--- src/rtl/ram_burst_reader_pkg.sv ---
// Shared types for the burst reader: FSM encoding and buffer sizing.
// Imported by the interface, the skid FIFO and the top level.
package ram_burst_reader_pkg;

  // Reader FSM: idle waits for a request, read walks the RAM.
  typedef enum logic {
    StIdle = 1'b0,
    StRead = 1'b1
  } state_e;

  localparam int unsigned FifoDepth = 2;

  typedef logic [1:0] fifo_cnt_t;

endpackage

--- src/rtl/ram_burst_reader_if.sv ---
// Request, RAM read port and output stream of the burst reader.
// The slave modport is the reader itself; master is the surrounding system.
interface ram_burst_reader_if
  import ram_burst_reader_pkg::*;
#(
  parameter int unsigned DWIDTH = 32,
  parameter int unsigned AWIDTH = 8,
  parameter int unsigned LWIDTH = 8
);

  logic              req_valid;
  logic              req_ready;
  logic [AWIDTH-1:0] req_addr;
  logic [LWIDTH-1:0] req_len;
  logic [AWIDTH-1:0] ram_addr;
  logic [DWIDTH-1:0] ram_q;
  logic              out_valid;
  logic              out_ready;
  logic [DWIDTH-1:0] out_data;
  logic              out_last;
  logic              busy;

  modport master (
    output req_valid, req_addr, req_len, ram_q, out_ready,
    input  req_ready, ram_addr, out_valid, out_data, out_last, busy
  );

  modport slave (
    input  req_valid, req_addr, req_len, ram_q, out_ready,
    output req_ready, ram_addr, out_valid, out_data, out_last, busy
  );

endinterface

--- src/rtl/ram_burst_reader_burst_skid_fifo2.sv ---
// Two-entry FIFO whose head register drives the consumer directly, so the
// output valid/data are registered and independent of the pop request.
module burst_skid_fifo2
  import ram_burst_reader_pkg::*;
#(
  parameter int unsigned Width = 33
) (
  input  logic             clk,
  input  logic             rst,
  input  logic             push,
  input  logic [Width-1:0] din,
  input  logic             pop,
  output logic [Width-1:0] dout,
  output logic             valid,
  output fifo_cnt_t        count
);

  logic [Width-1:0] head_q, head_d;
  logic [Width-1:0] tail_q, tail_d;
  fifo_cnt_t        count_q, count_d;

  always_comb begin
    head_d  = head_q;
    tail_d  = tail_q;
    count_d = count_q;
    unique case (count_q)
      2'd0: begin
        if (push) begin
          head_d  = din;
          count_d = 2'd1;
        end
      end
      2'd1: begin
        if (push && pop) begin
          head_d = din;
        end else if (push) begin
          tail_d  = din;
          count_d = 2'd2;
        end else if (pop) begin
          count_d = 2'd0;
        end
      end
      2'd2: begin
        if (pop) begin
          head_d = tail_q;
          if (push) begin
            tail_d = din;
          end else begin
            count_d = 2'd1;
          end
        end
      end
      default: count_d = 2'd0;
    endcase
  end

  always_ff @(posedge clk) begin
    if (rst) begin
      head_q  <= '0;
      tail_q  <= '0;
      count_q <= 2'd0;
    end else begin
      head_q  <= head_d;
      tail_q  <= tail_d;
      count_q <= count_d;
    end
  end

  assign dout  = head_q;
  assign valid = (count_q != 2'd0);
  assign count = count_q;

  // A full buffer may only accept a word in the same cycle it releases one.
  assert property (@(posedge clk) disable iff (rst)
    !(push && !pop && (count_q == fifo_cnt_t'(FifoDepth))));

  assert property (@(posedge clk) disable iff (rst) !(pop && (count_q == 2'd0)));

endmodule

--- src/rtl/ram_burst_reader.sv ---
// Burst read initiator: accepts {base, len}, walks consecutive RAM addresses
// and streams the words out through a 2-entry skid buffer with a last flag.
module ram_burst_reader
  import ram_burst_reader_pkg::*;
#(
  parameter int unsigned DWIDTH = 32,
  parameter int unsigned AWIDTH = 8,
  parameter int unsigned LWIDTH = 8
) (
  input logic               clk,
  input logic               rst,
  ram_burst_reader_if.slave bus
);

  state_e            state_q, state_d;
  logic [AWIDTH-1:0] addr_q, addr_d;
  logic [LWIDTH-1:0] remain_q, remain_d;

  logic              req_fire;
  logic              out_fire;
  logic              rd_fire;
  logic              fifo_valid;
  logic [DWIDTH:0]   fifo_din;
  logic [DWIDTH:0]   fifo_head;
  fifo_cnt_t         fifo_count;

  assign req_fire = bus.req_valid && (state_q == StIdle);
  assign out_fire = fifo_valid && bus.out_ready;
  // A read may issue into a full buffer only when the head leaves this cycle.
  assign rd_fire  = (state_q == StRead) &&
                    ((fifo_count != fifo_cnt_t'(FifoDepth)) || out_fire);

  assign fifo_din = {bus.ram_q, (remain_q == '0)};

  always_comb begin
    state_d  = state_q;
    addr_d   = addr_q;
    remain_d = remain_q;
    unique case (state_q)
      StIdle: begin
        if (req_fire) begin
          addr_d   = bus.req_addr;
          remain_d = bus.req_len;
          state_d  = StRead;
        end
      end
      StRead: begin
        if (rd_fire) begin
          addr_d   = addr_q + AWIDTH'(1);
          remain_d = remain_q - LWIDTH'(1);
          if (remain_q == '0) begin
            state_d = StIdle;
          end
        end
      end
      default: state_d = StIdle;
    endcase
  end

  always_ff @(posedge clk) begin
    if (rst) begin
      state_q  <= StIdle;
      addr_q   <= '0;
      remain_q <= '0;
    end else begin
      state_q  <= state_d;
      addr_q   <= addr_d;
      remain_q <= remain_d;
    end
  end

  burst_skid_fifo2 #(
    .Width (DWIDTH + 1)
  ) u_fifo (
    .clk   (clk),
    .rst   (rst),
    .push  (rd_fire),
    .din   (fifo_din),
    .pop   (out_fire),
    .dout  (fifo_head),
    .valid (fifo_valid),
    .count (fifo_count)
  );

  assign bus.req_ready = (state_q == StIdle);
  assign bus.ram_addr  = addr_q;
  assign bus.out_valid = fifo_valid;
  assign bus.out_data  = fifo_head[DWIDTH:1];
  assign bus.out_last  = fifo_head[0];
  assign bus.busy      = (state_q == StRead) || (fifo_count != 2'd0);

  assert property (@(posedge clk) disable iff (rst)
    (bus.out_valid && !bus.out_ready) |=>
      (bus.out_valid && $stable(bus.out_data) && $stable(bus.out_last)));

endmodule
--- src/flat_wrapper.sv ---
// flat-port wrapper written by rule: the top's interface ports become plain ports
module ram_burst_reader_flat import ram_burst_reader_pkg::*;
#(
  parameter int unsigned DWIDTH = 32,
  parameter int unsigned AWIDTH = 8,
  parameter int unsigned LWIDTH = 8
)
  (clk, rst, bus_req_valid, bus_req_addr, bus_req_len, bus_ram_q, bus_out_ready, bus_req_ready, bus_ram_addr, bus_out_valid, bus_out_data, bus_out_last, bus_busy);
  ram_burst_reader_if #(.DWIDTH(DWIDTH), .AWIDTH(AWIDTH), .LWIDTH(LWIDTH)) bus_i ();
  input logic clk;
  input logic rst;
  input wire logic [$bits(bus_i.req_valid)-1:0] bus_req_valid;
  input wire logic [$bits(bus_i.req_addr)-1:0] bus_req_addr;
  input wire logic [$bits(bus_i.req_len)-1:0] bus_req_len;
  input wire logic [$bits(bus_i.ram_q)-1:0] bus_ram_q;
  input wire logic [$bits(bus_i.out_ready)-1:0] bus_out_ready;
  output wire logic [$bits(bus_i.req_ready)-1:0] bus_req_ready;
  output wire logic [$bits(bus_i.ram_addr)-1:0] bus_ram_addr;
  output wire logic [$bits(bus_i.out_valid)-1:0] bus_out_valid;
  output wire logic [$bits(bus_i.out_data)-1:0] bus_out_data;
  output wire logic [$bits(bus_i.out_last)-1:0] bus_out_last;
  output wire logic [$bits(bus_i.busy)-1:0] bus_busy;
  assign bus_i.req_valid = bus_req_valid;
  assign bus_i.req_addr = bus_req_addr;
  assign bus_i.req_len = bus_req_len;
  assign bus_i.ram_q = bus_ram_q;
  assign bus_i.out_ready = bus_out_ready;
  assign bus_req_ready = bus_i.req_ready;
  assign bus_ram_addr = bus_i.ram_addr;
  assign bus_out_valid = bus_i.out_valid;
  assign bus_out_data = bus_i.out_data;
  assign bus_out_last = bus_i.out_last;
  assign bus_busy = bus_i.busy;
  ram_burst_reader #(.DWIDTH(DWIDTH), .AWIDTH(AWIDTH), .LWIDTH(LWIDTH)) u_core (.clk(clk), .rst(rst), .bus(bus_i));
endmodule
--- config.mk ---
export PLATFORM = sky130hd
export DESIGN_NAME = ram_burst_reader_flat
export DESIGN_NICKNAME = d
export VERILOG_FILES = /design/src/rtl/ram_burst_reader_pkg.sv /design/src/rtl/ram_burst_reader_if.sv /design/src/rtl/ram_burst_reader_burst_skid_fifo2.sv /design/src/rtl/ram_burst_reader.sv /design/src/flat_wrapper.sv
export SDC_FILE = /design/constraint.sdc
export NUM_CORES = 1
export LEC_CHECK = 0
export CAP_MARGIN = 20
export CORE_MARGIN = 10
export CORE_UTILIZATION = 44
export CTS_CLUSTER_DIAMETER = 200
export DETAILED_ROUTE_END_ITERATION = 8
export PLACE_DENSITY_LB_ADDON = 0.25
export SYNTH_ARGS = -nofsm -noshare
export SYNTH_HDL_FRONTEND = slang
export SYNTH_SLANG_ARGS = --single-unit
--- constraint.sdc ---
create_clock -name clk -period 1.7 [get_ports clk]
set_clock_uncertainty 0.1 [all_clocks]
set_input_delay 0.34 -clock clk [delete_from_list [all_inputs] [get_ports clk]]
set_output_delay 0.34 -clock clk [all_outputs]
set_load 0.02 [all_outputs]
==> key figures, run 1 <==
STA
  • Setup TNS Final: 0 ns
  • Unrepaired setup endpoints after global routing: yes
  • Worst-margin pin slew: 0.345 ns
  • Fmax: 591 MHz
  • Post-route minimum period: 1.69 ns
  • Fin. Hold Viols: 0
  • Setup slack after layout: 0.00896 ns
  • Slew Viols, Final: 0
  • Final worst-path cycle share: 0.995
  • Slew HR: 0.769
  • Final setup viols: 0

Floorplanning
  • Die H: 113 microns
  • Die W: 113 microns
  • Rows: 33
  • CORE AREA: 8300 sq um
  • I/O pin count: 96
  • Starting Density: 0.458
  • Area of the die: 12800 sq um

Worst setup path
  • Critical Path AT: 1.86 ns
  • Reg2reg start: u_core.remain_q[3]
  • Worst reg2reg endpoint: u_core.u_fifo.dout[0]
  • Critical Path RT: 1.87 ns
  • FF-to-FF setup slack: 0.009 ns
  • CP Launch Type: flip-flop
  • Reg2reg path depth: 4
  • CP max-delay cell: or4_4
  • Crit-path max cell delay: 0.58 ns
  • Crit Path Max Fanout: 3
  • Worst path cell trace: or4_4 > nor4b_4 > mux2i_1 > a211oi_2
  • Crit end category: flip-flop
  • Setup Crit Path Kind: reg -> reg

Final layout
  • Fraction of layout cells with a size suffix above 1: 0.141
  • Post-Layout Cell Count: 623
  • Register Area: 1710 sq um
  • Final Cell Area: 5320 sq um
  • Post-layout util: 0.641
  • P&R area growth vs syn: 39.9%
  • Multi-input gate area: 2000 sq um
  • Antenna cell count: 0
  • # nets final: 568
  • Filler instances: 675

Detailed routing
  • Metal2 WL: 4.71 mm
  • Wire length on met1: 4.72 mm
  • Via Count: 3320
  • Post-route ant nets: 0
  • TritonRoute pass-1 iters: 6
  • DR WL met3: 610 microns
  • Iteration-0 DRC Markers: 126
  • WL per Instance: 16.3 microns
  • Post-DR vias/cell: 5.33
  • # DRC: 0
  • DRT Wirelength: 10.1 mm
  • Top sig layer: met4

Hold path
  • Hold Path Stages: 3
  • Min-Delay Path Class: in -> reg
  • Worst hold endpoint: u_core.u_fifo.tail_q[12]
  • Min-delay src: rst

Placed design
  • Placed insts: 601
  • Gpl congestion: 0.766
  • Pre-CTS WS: -0.376 ns
  • Post-placement cell area: 5030 sq um
  • Buffers on Ports: 95
  • Dpl hpwl: 6.91 mm

Logic synthesis
  • Post-synthesis mux area share: 0.184
  • Largest family of logic cells by synthesized area: multiplexers
  • Adder-cell share of the synthesized area: 0.00987
  • Cell Area, Synth: 3800 sq um
  • Post-synth net total: 461
  • Synth async-reset ratio: 0
  • Flops & latches, synth: 85
  • Ys Warns: 0
  • Simple-Gate Fraction of Synth Area: 0.164
  • Post-synth top flop: dfxtp_1
  • Compound-Gate Fraction of Synth Area: 0.150
  • Xor/xnor share of the synthesized area: 0
  • Distinct cell type count after synthesis: 50
  • Seq/Total Area, Yosys: 0.447
  • Syn Area/Cell: 9.37 sq um
  • Number of synthesized flops with an enable pin: 0
  • Post-synthesis instance total: 406

Power
  • Max IR drop VDD: 0.506 mV
  • Switching Share: 0.314
  • Clock network fraction of design power: 0.276
  • Share of power burned in registers: 0.467
  • Int Pwr: 3.31 mW
  • Pwr dens: 906 nW/um^2
  • Logic pwr share: 0.257
  • LEAKAGE: 2.62 nW
  • Total net switching power: 1.51 mW

Status
  • Status: finished clean

Clock network
  • Clock Tree Root: clkbuf_8
  • Clock transition at the registers of the reported paths: 0.10 ns
  • TritonCTS clock tree: built
  • Clock sinks: 85
  • CTS Buffer Depth: 2
  • Htree depth: 3
  • Clock latency on the worst-skew pair: 0.35 ns
  • CTS Buf Count: 9

GRT
  • Total Routing Usage GR: 0.153
  • Largest net degree at the start of global routing: 44
  • Vias in the first global route: 3387
  • First-pass GRT wire length: 16.7 mm
  • Antenna violations before repair: 0
  • Remaining Overflow, GRT: 0

Run
  • Max Cap Violations: 0
## layer usage
metal | vias to the layer above | track usage
met2 | 90 | 0.241
met3 | 10 | 0.0423
met4 | 0 | 0.0491
met1 | 1558 | 0.198
met5 | - | 0
li1 | 1662 | -
## cell usage after synthesis, drive strengths merged, types with 3 or more instances
| library cell | instances | area share |
|---|---|---|
| dfxtp | 85 | 0.45 |
| nor2 | 76 | 0.075 |
| mux2i | 70 | 0.18 |
| a211oi | 36 | 0.072 |
| buf | 17 | 0.024 |
| a21oi | 15 | 0.021 |
| clkbuf | 13 | 0.013 |
| o21ai | 13 | 0.018 |
| nand2 | 12 | 0.012 |
| inv | 8 | 0.0079 |
| nor2b | 7 | 0.012 |
| nand3 | 5 | 0.0066 |
| nand2b | 4 | 0.0066 |
| nor3 | 4 | 0.0066 |
| ha | 3 | 0.0099 |
| nand3b | 3 | 0.0059 |
| o21a | 3 | 0.0059 |
## through the flow
| stage | power (mW) | hold WS, ns |
|---|---|---|
| 2_1_floorplan | 2.93 | 0.345 |
| 5_1_grt | 5.07 | 0.343 |
| 3_5_place_dp | 3.51 | 0.375 |
| 6_report | 4.82 | 0.339 |
| 4_1_cts | 4.82 | 0.323 |
| 3_3_place_gp | 3.48 | 0.363 |
## area by class of cell
class / instances / share of cell area
tap: 105 / 0.0247
sequential: 85 / 0.321
inverter: 8 / 0.00564
clock buffer: 9 / 0.0233
timing repair buffer: 126 / 0.240
clock inverter: 7 / 0.0106
multi-input combinational: 283 / 0.375
## cells by family (layout without fill, tap and decap cells)
family,count (synthesis),count (layout)
AOI/OAI and AO/OA,82,82
adders and majority gates,3,3
buffers and inverters,38,150
DFF,85,85
muxes,70,70
and+or+nand+nor,128,128
## power by group through the flow
stage / clock (mW) / sequential (mW) / combinational, mW
after floorplan: 0 / 2.41 / 0.527
after global placement: 0 / 2.29 / 1.19
after detailed placement: 0 / 2.30 / 1.21
after CTS: 1.37 / 2.25 / 1.20
after global routing: 1.45 / 2.27 / 1.35
final: 1.33 / 2.25 / 1.24
## registers in the layout, indices dropped and copies added (netlist names)
register	cells
u_core.remain_q	8
u_core.bus.ram_addr	8
u_core.u_fifo.tail_q	33
u_core.state_q	1
u_core.u_fifo.count	2
u_core.u_fifo.dout	33
## cell usage in the layout, fill, tap and decap left out, drive strengths merged, types with 3 or more instances in the layout
master and count:
a211oi 36, a21oi 15, buf 31, clkbuf 10, clkdlybuf4s50 49, dfxtp 85, dlygate4sd2 43, ha 3
inv 12, mux2i 70, nand2 12, nand2b 4, nand3 5, nand3b 3, nor2 76, nor2b 7
nor3 4, o21a 3, o21ai 13
## critical path, delay by kind of cell, from the launching register on
family	cells	cell delay (ns)
simple gates	2	0.87
flops	1	0.33
compound gates	1	0.18
mux	1	0.13
## timing repair
| item | in CTS | in global routing |
|---|---|---|
| setup buffers | 2 | 1 |
| pin swaps | 5 | 6 |
| endpoints found under the setup margin | 47 | 31 |
| gates cloned | 2 | 1 |
| hold buffers | 0 | 0 |
| gates resized for setup | 54 | 13 |
## how the worst max path moves through the flow
stage	start	end	cells after the start
CTS	u_core.remain_q[6]	u_core.u_fifo.dout[0]	4
global placement	bus_out_ready	u_core.u_fifo.tail_q[24]	7
finish	u_core.remain_q[3]	u_core.u_fifo.dout[0]	4
global route	u_core.remain_q[3]	u_core.u_fifo.dout[0]	4
detailed placement	bus_out_ready	u_core.u_fifo.dout[11]	6
floorplan	u_core.remain_q[3]	u_core.remain_q[7]	4
(Power assumes the default switching activity.)
==> inputs of run 2 (changes only) <==
--- a/config.mk
+++ b/config.mk
@@ -6,7 +6,7 @@
 export NUM_CORES = 1
 export LEC_CHECK = 0
 export CAP_MARGIN = 20
-export CORE_MARGIN = 10
+export CORE_MARGIN = 1.5
 export CORE_UTILIZATION = 44
 export CTS_CLUSTER_DIAMETER = 200
 export DETAILED_ROUTE_END_ITERATION = 8
==> run 2 against run 1 <==
  * Count of clock-buffer cells in the layout increased by 1
  * Die area decreased by 28%
  * Register-to-register slack improved by 0.02 ns
  * First-iteration DRC count decreased by 17%
  * Sequential share of layout area decreased by 0.45 points
  * Clock power increased by 12%
  * Worst setup slack improved by 0.022 ns
  * Largest cell class unchanged
  * Combinational power about the same
  * Highest routed layer unchanged
  * Wire length decreased by 8.0%
  * Final cell count increased by 0.32%
==> key figures, run 2 (synthesized netlist as in run 1, its figures left out) <==
Worst setup path
  • Worst reg2reg endpoint: u_core.u_fifo.dout[0]
  • Critical Path RT: 1.87 ns
  • Reg2reg path depth: 4
  • Crit-path max cell delay: 0.58 ns
  • Worst path cell trace: or4_4 > nor4b_4 > mux2i_1 > a211oi_2
  • FF-to-FF setup slack: 0.03 ns
  • Reg2reg start: u_core.remain_q[6]
  • Setup Crit Path Kind: reg -> reg
  • Crit Path Max Fanout: 3
  • Crit end category: flip-flop
  • Critical Path AT: 1.84 ns
  • CP Launch Type: flip-flop
  • CP max-delay cell: or4_4

GRT
  • Vias in the first global route: 3219
  • Total Routing Usage GR: 0.205
  • Remaining Overflow, GRT: 0
  • Largest net degree at the start of global routing: 54
  • Antenna violations before repair: 0
  • First-pass GRT wire length: 14.8 mm

Detailed routing
  • WL per Instance: 14.9 microns
  • # DRC: 0
  • Via Count: 3284
  • Post-route ant nets: 0
  • Iteration-0 DRC Markers: 104
  • TritonRoute pass-1 iters: 5
  • Post-DR vias/cell: 5.25
  • DRT Wirelength: 9.33 mm

STA
  • Fin. Hold Viols: 0
  • Slew HR: 0.756
  • Post-route minimum period: 1.67 ns
  • Setup TNS Final: 0 ns
  • Worst-margin pin slew: 0.362 ns
  • Final worst-path cycle share: 0.982
  • Setup slack after layout: 0.0306 ns
  • Final setup viols: 0
  • Unrepaired setup endpoints after global routing: yes
  • Fmax: 599 MHz
  • Slew Viols, Final: 0

Placed design
  • Gpl congestion: 0.815
  • Dpl hpwl: 6.00 mm
  • Buffers on Ports: 95
  • Pre-CTS WS: -0.451 ns

Power
  • LEAKAGE: 2.63 nW
  • Max IR drop VDD: 0.562 mV
  • Pwr dens: 921 nW/um^2

Clock network
  • Htree depth: 3
  • Clock Tree Root: clkbuf_8
  • Post-CTS Hold Buffers: 0
  • TritonCTS clock tree: built
  • Clock sinks: 85
  • Clock latency on the worst-skew pair: 0.35 ns
  • CTS Buf Count: 9
  • Clock transition at the registers of the reported paths: 0.09 ns
  • CTS Buffer Depth: 2

Final layout
  • P&R area growth vs syn: 41.8%
  • Antenna cell count: 0
  • Most common cell after layout, fill and taps aside: dfxtp_1
  • Fraction of layout cells with a size suffix above 1: 0.152
  • Most frequent cells in the layout: 81 x dfxtp_1, 76 x nor2_1, 70 x mux2i_1
  • # nets final: 570

Floorplanning
  • Starting Density: 0.458
  • Area of the die: 9210 sq um
  • Die W: 96.0 microns
  • Die H: 96.0 microns
  • I/O pin count: 96
  • Rows: 33
  • CORE AREA: 8300 sq um

Hold path
  • Hold Path Stages: 3
  • Min-delay src: rst
  • Worst hold endpoint: u_core.u_fifo.tail_q[3]
  • Min-Delay Path Class: in -> reg

Run
  • Max Cap Violations: 0

Status
  • Status: finished clean
-- run 2: cell types whose count changed in the layout (fill, tap and decap cells not counted), sizes merged --
cell,delta
clkinvlp,+2
clkdlybuf4s15,+1
inv,-2
dlygate4sd2,-1
buf,+3
clkinv,-2
bufbuf,-2
bufinv,+1
clkbuf,+2
-- run 2: power by group --
group	leakage, nW	internal [mW]	switching (mW)
Combinational	1.84	0.608	0.626
Sequential	0.698	2.14	0.104
Clock	0.0955	0.730	0.756
Total	2.63	3.48	1.49
-- run 2: layout make-up --
type | count | area (sq um)
clock inverter | 6 | 70.1
fill | 714 | 2910
tap | 105 | 131
sequential | 85 | 1710
multi-input combinational | 283 | 2020
timing repair buffer | 128 | 1300
inverter | 8 | 30.0
clock buffer | 10 | 138
-- run 2: routing by layer --
metal	track usage	up-vias	routed length (microns)
met4	0.0502	0	58
met5	0	-	0
met3	0.0640	7	561
met2	0.350	74	4450
li1	-	1660	-
met1	0.250	1543	4260
-- run 2: timing repair --
item / 4_1_cts / 5_1_grt
buffers inserted: 2 / 2
pin swaps: 5 / 11
resized for setup: 54 / 22
endpoints found under the setup margin: 105 / 77
cloned: 1 / 3
-- run 2: worst max-delay path: cells and delay by family (launching register included) --
family | cells | cell delay [ns]
flip-flops | 1 | 0.33
AND/OR/NAND/NOR | 2 | 0.87
AO/OA/AOI/OAI | 1 | 0.18
multiplexers | 1 | 0.12
-- run 2: how the worst max path moves through the flow --
stage,startpoint,to,slack (ns)
after floorplan,u_core.remain_q[3],u_core.remain_q[7],0.01
after detailed placement,bus_out_ready,u_core.u_fifo.dout[17],-0.45
after global placement,bus_out_ready,u_core.u_fifo.dout[11],-0.34
after global routing,u_core.remain_q[6],u_core.u_fifo.dout[0],-0.06
final,u_core.remain_q[6],u_core.u_fifo.dout[0],0.03
after CTS,u_core.u_fifo.count[0],u_core.remain_q[6],-0.0005
-- run 2: through the flow --
stage / cells / hold WS [ns] / cell area [sq um] / power (mW) / utilization
floorplan: 406 / 0.345 / 3800 / 2.93 / -
global placement: 601 / 0.363 / 5030 / 3.47 / 0.606
detailed placement: 601 / 0.377 / 5030 / 3.49 / 0.606
CTS: 620 / 0.318 / 5250 / 4.95 / 0.632
global route: 625 / 0.324 / 5390 / 5.23 / 0.650
finish: 625 / 0.321 / 5390 / 4.97 / 0.650
==> inputs of run 3 (changes only) <==
--- a/config.mk
+++ b/config.mk
@@ -9,7 +9,9 @@
 export CORE_MARGIN = 1.5
 export CORE_UTILIZATION = 44
 export CTS_CLUSTER_DIAMETER = 200
+export CTS_CLUSTER_SIZE = 14
 export DETAILED_ROUTE_END_ITERATION = 8
+export GPL_TIMING_DRIVEN = 0
 export PLACE_DENSITY_LB_ADDON = 0.25
 export SYNTH_ARGS = -nofsm -noshare
 export SYNTH_HDL_FRONTEND = slang
==> run 3 against run 2 <==
  * The flow now finishes with violations (setup timing)
  * Register-to-register slack lost 0.06 ns
  * Largest cell class unchanged
  * Die area unchanged
  * Largest power group unchanged
  * Clock power barely moved
  * Maximum frequency fell by 11%
  * Sequential power is essentially flat
  * Worst setup slack lost 0.21 ns
  * Count of clock-buffer cells in the layout is the same
  * Critical endpoint is now bus_busy
  * First-iteration DRC count up 59%
  * Wire length rose by 9.6%
  * Final cell count up 1.4%
  * Total power about the same
==> key figures, run 3 (synthesized netlist as in run 1, its figures left out) <==
Run
  • Max Cap Violations: 0

Worst setup path
  • CP delay by family, top: buffers and inverters
  • Critical Path AT: 1.44 ns
  • CP max-delay cell: dfxtp_4
  • Most used cell, CP: buf_8
  • Buffer and inverter count on the worst path: 3
  • Critical Path RT: 1.26 ns
  • Worst path cell trace: buf_8 > buf_8 > or3_4 > buf_6
  • Crit-path max cell delay: 0.37 ns
  • Crit end category: output port
  • Setup Crit Path Kind: reg -> out
  • CP Launch Type: flip-flop
  • Crit Path Max Fanout: 6

STA
  • Final setup viols: 3
  • Unrepaired setup endpoints after global routing: yes
  • Fin. Hold Viols: 0
  • Worst-margin pin slew: 0.596 ns
  • Setup TNS Final: -0.223 ns
  • Post-route minimum period: 1.88 ns
  • Slew Viols, Final: 0
  • Slew HR: 0.603
  • Final worst-path cycle share: 1.10
  • Worst hold slack: 0.367 ns
  • Setup slack after layout: -0.175 ns
  • Fmax: 533 MHz

Floorplanning
  • CORE AREA: 8300 sq um
  • Starting Density: 0.458
  • Die H: 96.0 microns
  • Die W: 96.0 microns
  • I/O pin count: 96
  • Rows: 33
  • Area of the die: 9210 sq um

Power
  • Clock network fraction of design power: 0.294
  • Total net switching power: 1.53 mW
  • Share of power burned in registers: 0.455
  • Pwr dens: 923 nW/um^2
  • Max IR drop VDD: 0.489 mV
  • Int Pwr: 3.43 mW
  • Total power: 4.97 mW
  • Logic pwr share: 0.251
  • Switching Share: 0.309
  • LEAKAGE: 2.62 nW

Final layout
  • Antenna cell count: 0
  • Filler instances: 683
  • P&R area growth vs syn: 41.5%
  • Post-layout util: 0.649
  • Most common cell after layout, fill and taps aside: dfxtp_1
  • Post-Layout Cell Count: 634
  • Fraction of layout cells with a size suffix above 1: 0.157
  • # nets final: 579
  • Most frequent cells in the layout: 78 x dfxtp_1, 76 x nor2_1, 70 x mux2i_1
  • Register Area: 1720 sq um
  • Multi-input gate area: 2030 sq um

GRT
  • Largest net degree at the start of global routing: 16
  • Total Routing Usage GR: 0.224
  • Antenna violations before repair: 0
  • First-pass GRT wire length: 15.8 mm
  • Vias in the first global route: 3317
  • Remaining Overflow, GRT: 0

Clock network
  • Clock Tree Root: clkbuf_8
  • Clock sinks: 85
  • Clock latency on the worst-skew pair: 0.36 ns
  • CTS Buf Count: 9
  • Post-CTS Hold Buffers: 0
  • Clock transition at the registers of the reported paths: 0.09 ns
  • TritonCTS clock tree: built
  • CTS Buffer Depth: 2
  • Htree depth: 3

Detailed routing
  • Via Count: 3459
  • Iteration-0 DRC Markers: 165
  • Post-DR vias/cell: 5.46
  • TritonRoute pass-1 iters: 4
  • WL per Instance: 16.1 microns
  • DRT Wirelength: 10.2 mm
  • # DRC: 0
  • Post-route ant nets: 0

Placed design
  • Placed insts: 605
  • Gpl congestion: 0.831
  • Buffers on Ports: 94
  • Dpl hpwl: 6.75 mm

Status
  • Failing checks: setup timing
  • Status: complete, but fails checks

Hold path
  • Min-Delay Path Class: in -> reg
==> run 3: changes by cell type in the layout (fill, tap and decap cells not counted), sizes merged <==
| cell | change |
|---|---|
| clkinv | +1 |
| clkdlybuf4s15 | -1 |
| clkbuf | +11 |
| buf | -1 |
| clkinvlp | -1 |
==> run 3: worst paths after layout <==
path                                          from                      to  slack, ns  cells after the start
worst max-delay path                u_core.state_q                bus_busy      -0.18                      4
worst min-delay path                           rst  u_core.u_fifo.dout[12]       0.37                      2
worst max register to register  u_core.remain_q[6]      u_core.remain_q[7]      -0.03                      4
worst min register to register  u_core.remain_q[6]      u_core.remain_q[6]       0.39                      2
==> run 3: routing by layer <==
| layer | vias up | track usage | wire length (microns) |
|---|---|---|---|
| li1 | 1678 | - | - |
| met1 | 1639 | 0.279 | 4350 |
| met2 | 124 | 0.372 | 4940 |
| met3 | 18 | 0.0624 | 762 |
| met4 | 0 | 0.0723 | 176 |
| met5 | - | 0 | 0 |
==> run 3: metrics by stage <==
stage | cell area (sq um) | setup slack, ns
after detailed placement | 4880 | -0.765
after global placement | 4880 | -0.740
after CTS | 5130 | -0.230
final | 5390 | -0.175
after global routing | 5390 | -0.205
after floorplan | 3800 | 0.0123
==> run 3: power groups by stage <==
stage          combinational [mW]  sequential, mW  clock (mW)
6_report                     1.25            2.26        1.46
2_1_floorplan               0.527            2.41           0
3_3_place_gp                 1.12            2.29           0
3_5_place_dp                 1.14            2.30           0
4_1_cts                      1.13            2.25        1.48
5_1_grt                      1.35            2.28        1.56
==> run 3: what timing repair did <==
action,CTS,global route
gates resized for setup,85,49
gates cloned,1,1
pin swaps,3,14
hold endpoints to repair,0,0
setup buffers,3,10
setup endpoints to repair,122,83
==> run 3: cell type report <==
cell class,instances,area share
buffer,28,0.0448
clock buffer,10,0.0237
clock inverter,6,0.0132
inverter,8,0.00697
multi-input combinational,283,0.378
sequential,85,0.319
tap,105,0.0244
timing repair buffer,109,0.190
==> run 3: worst register-to-register path: stages (launching register included) <==
cell     delay [ns]
dfxtp_2        0.33
or4_4          0.58
nor4b_4        0.31
mux2i_1        0.24
nor3_2         0.05
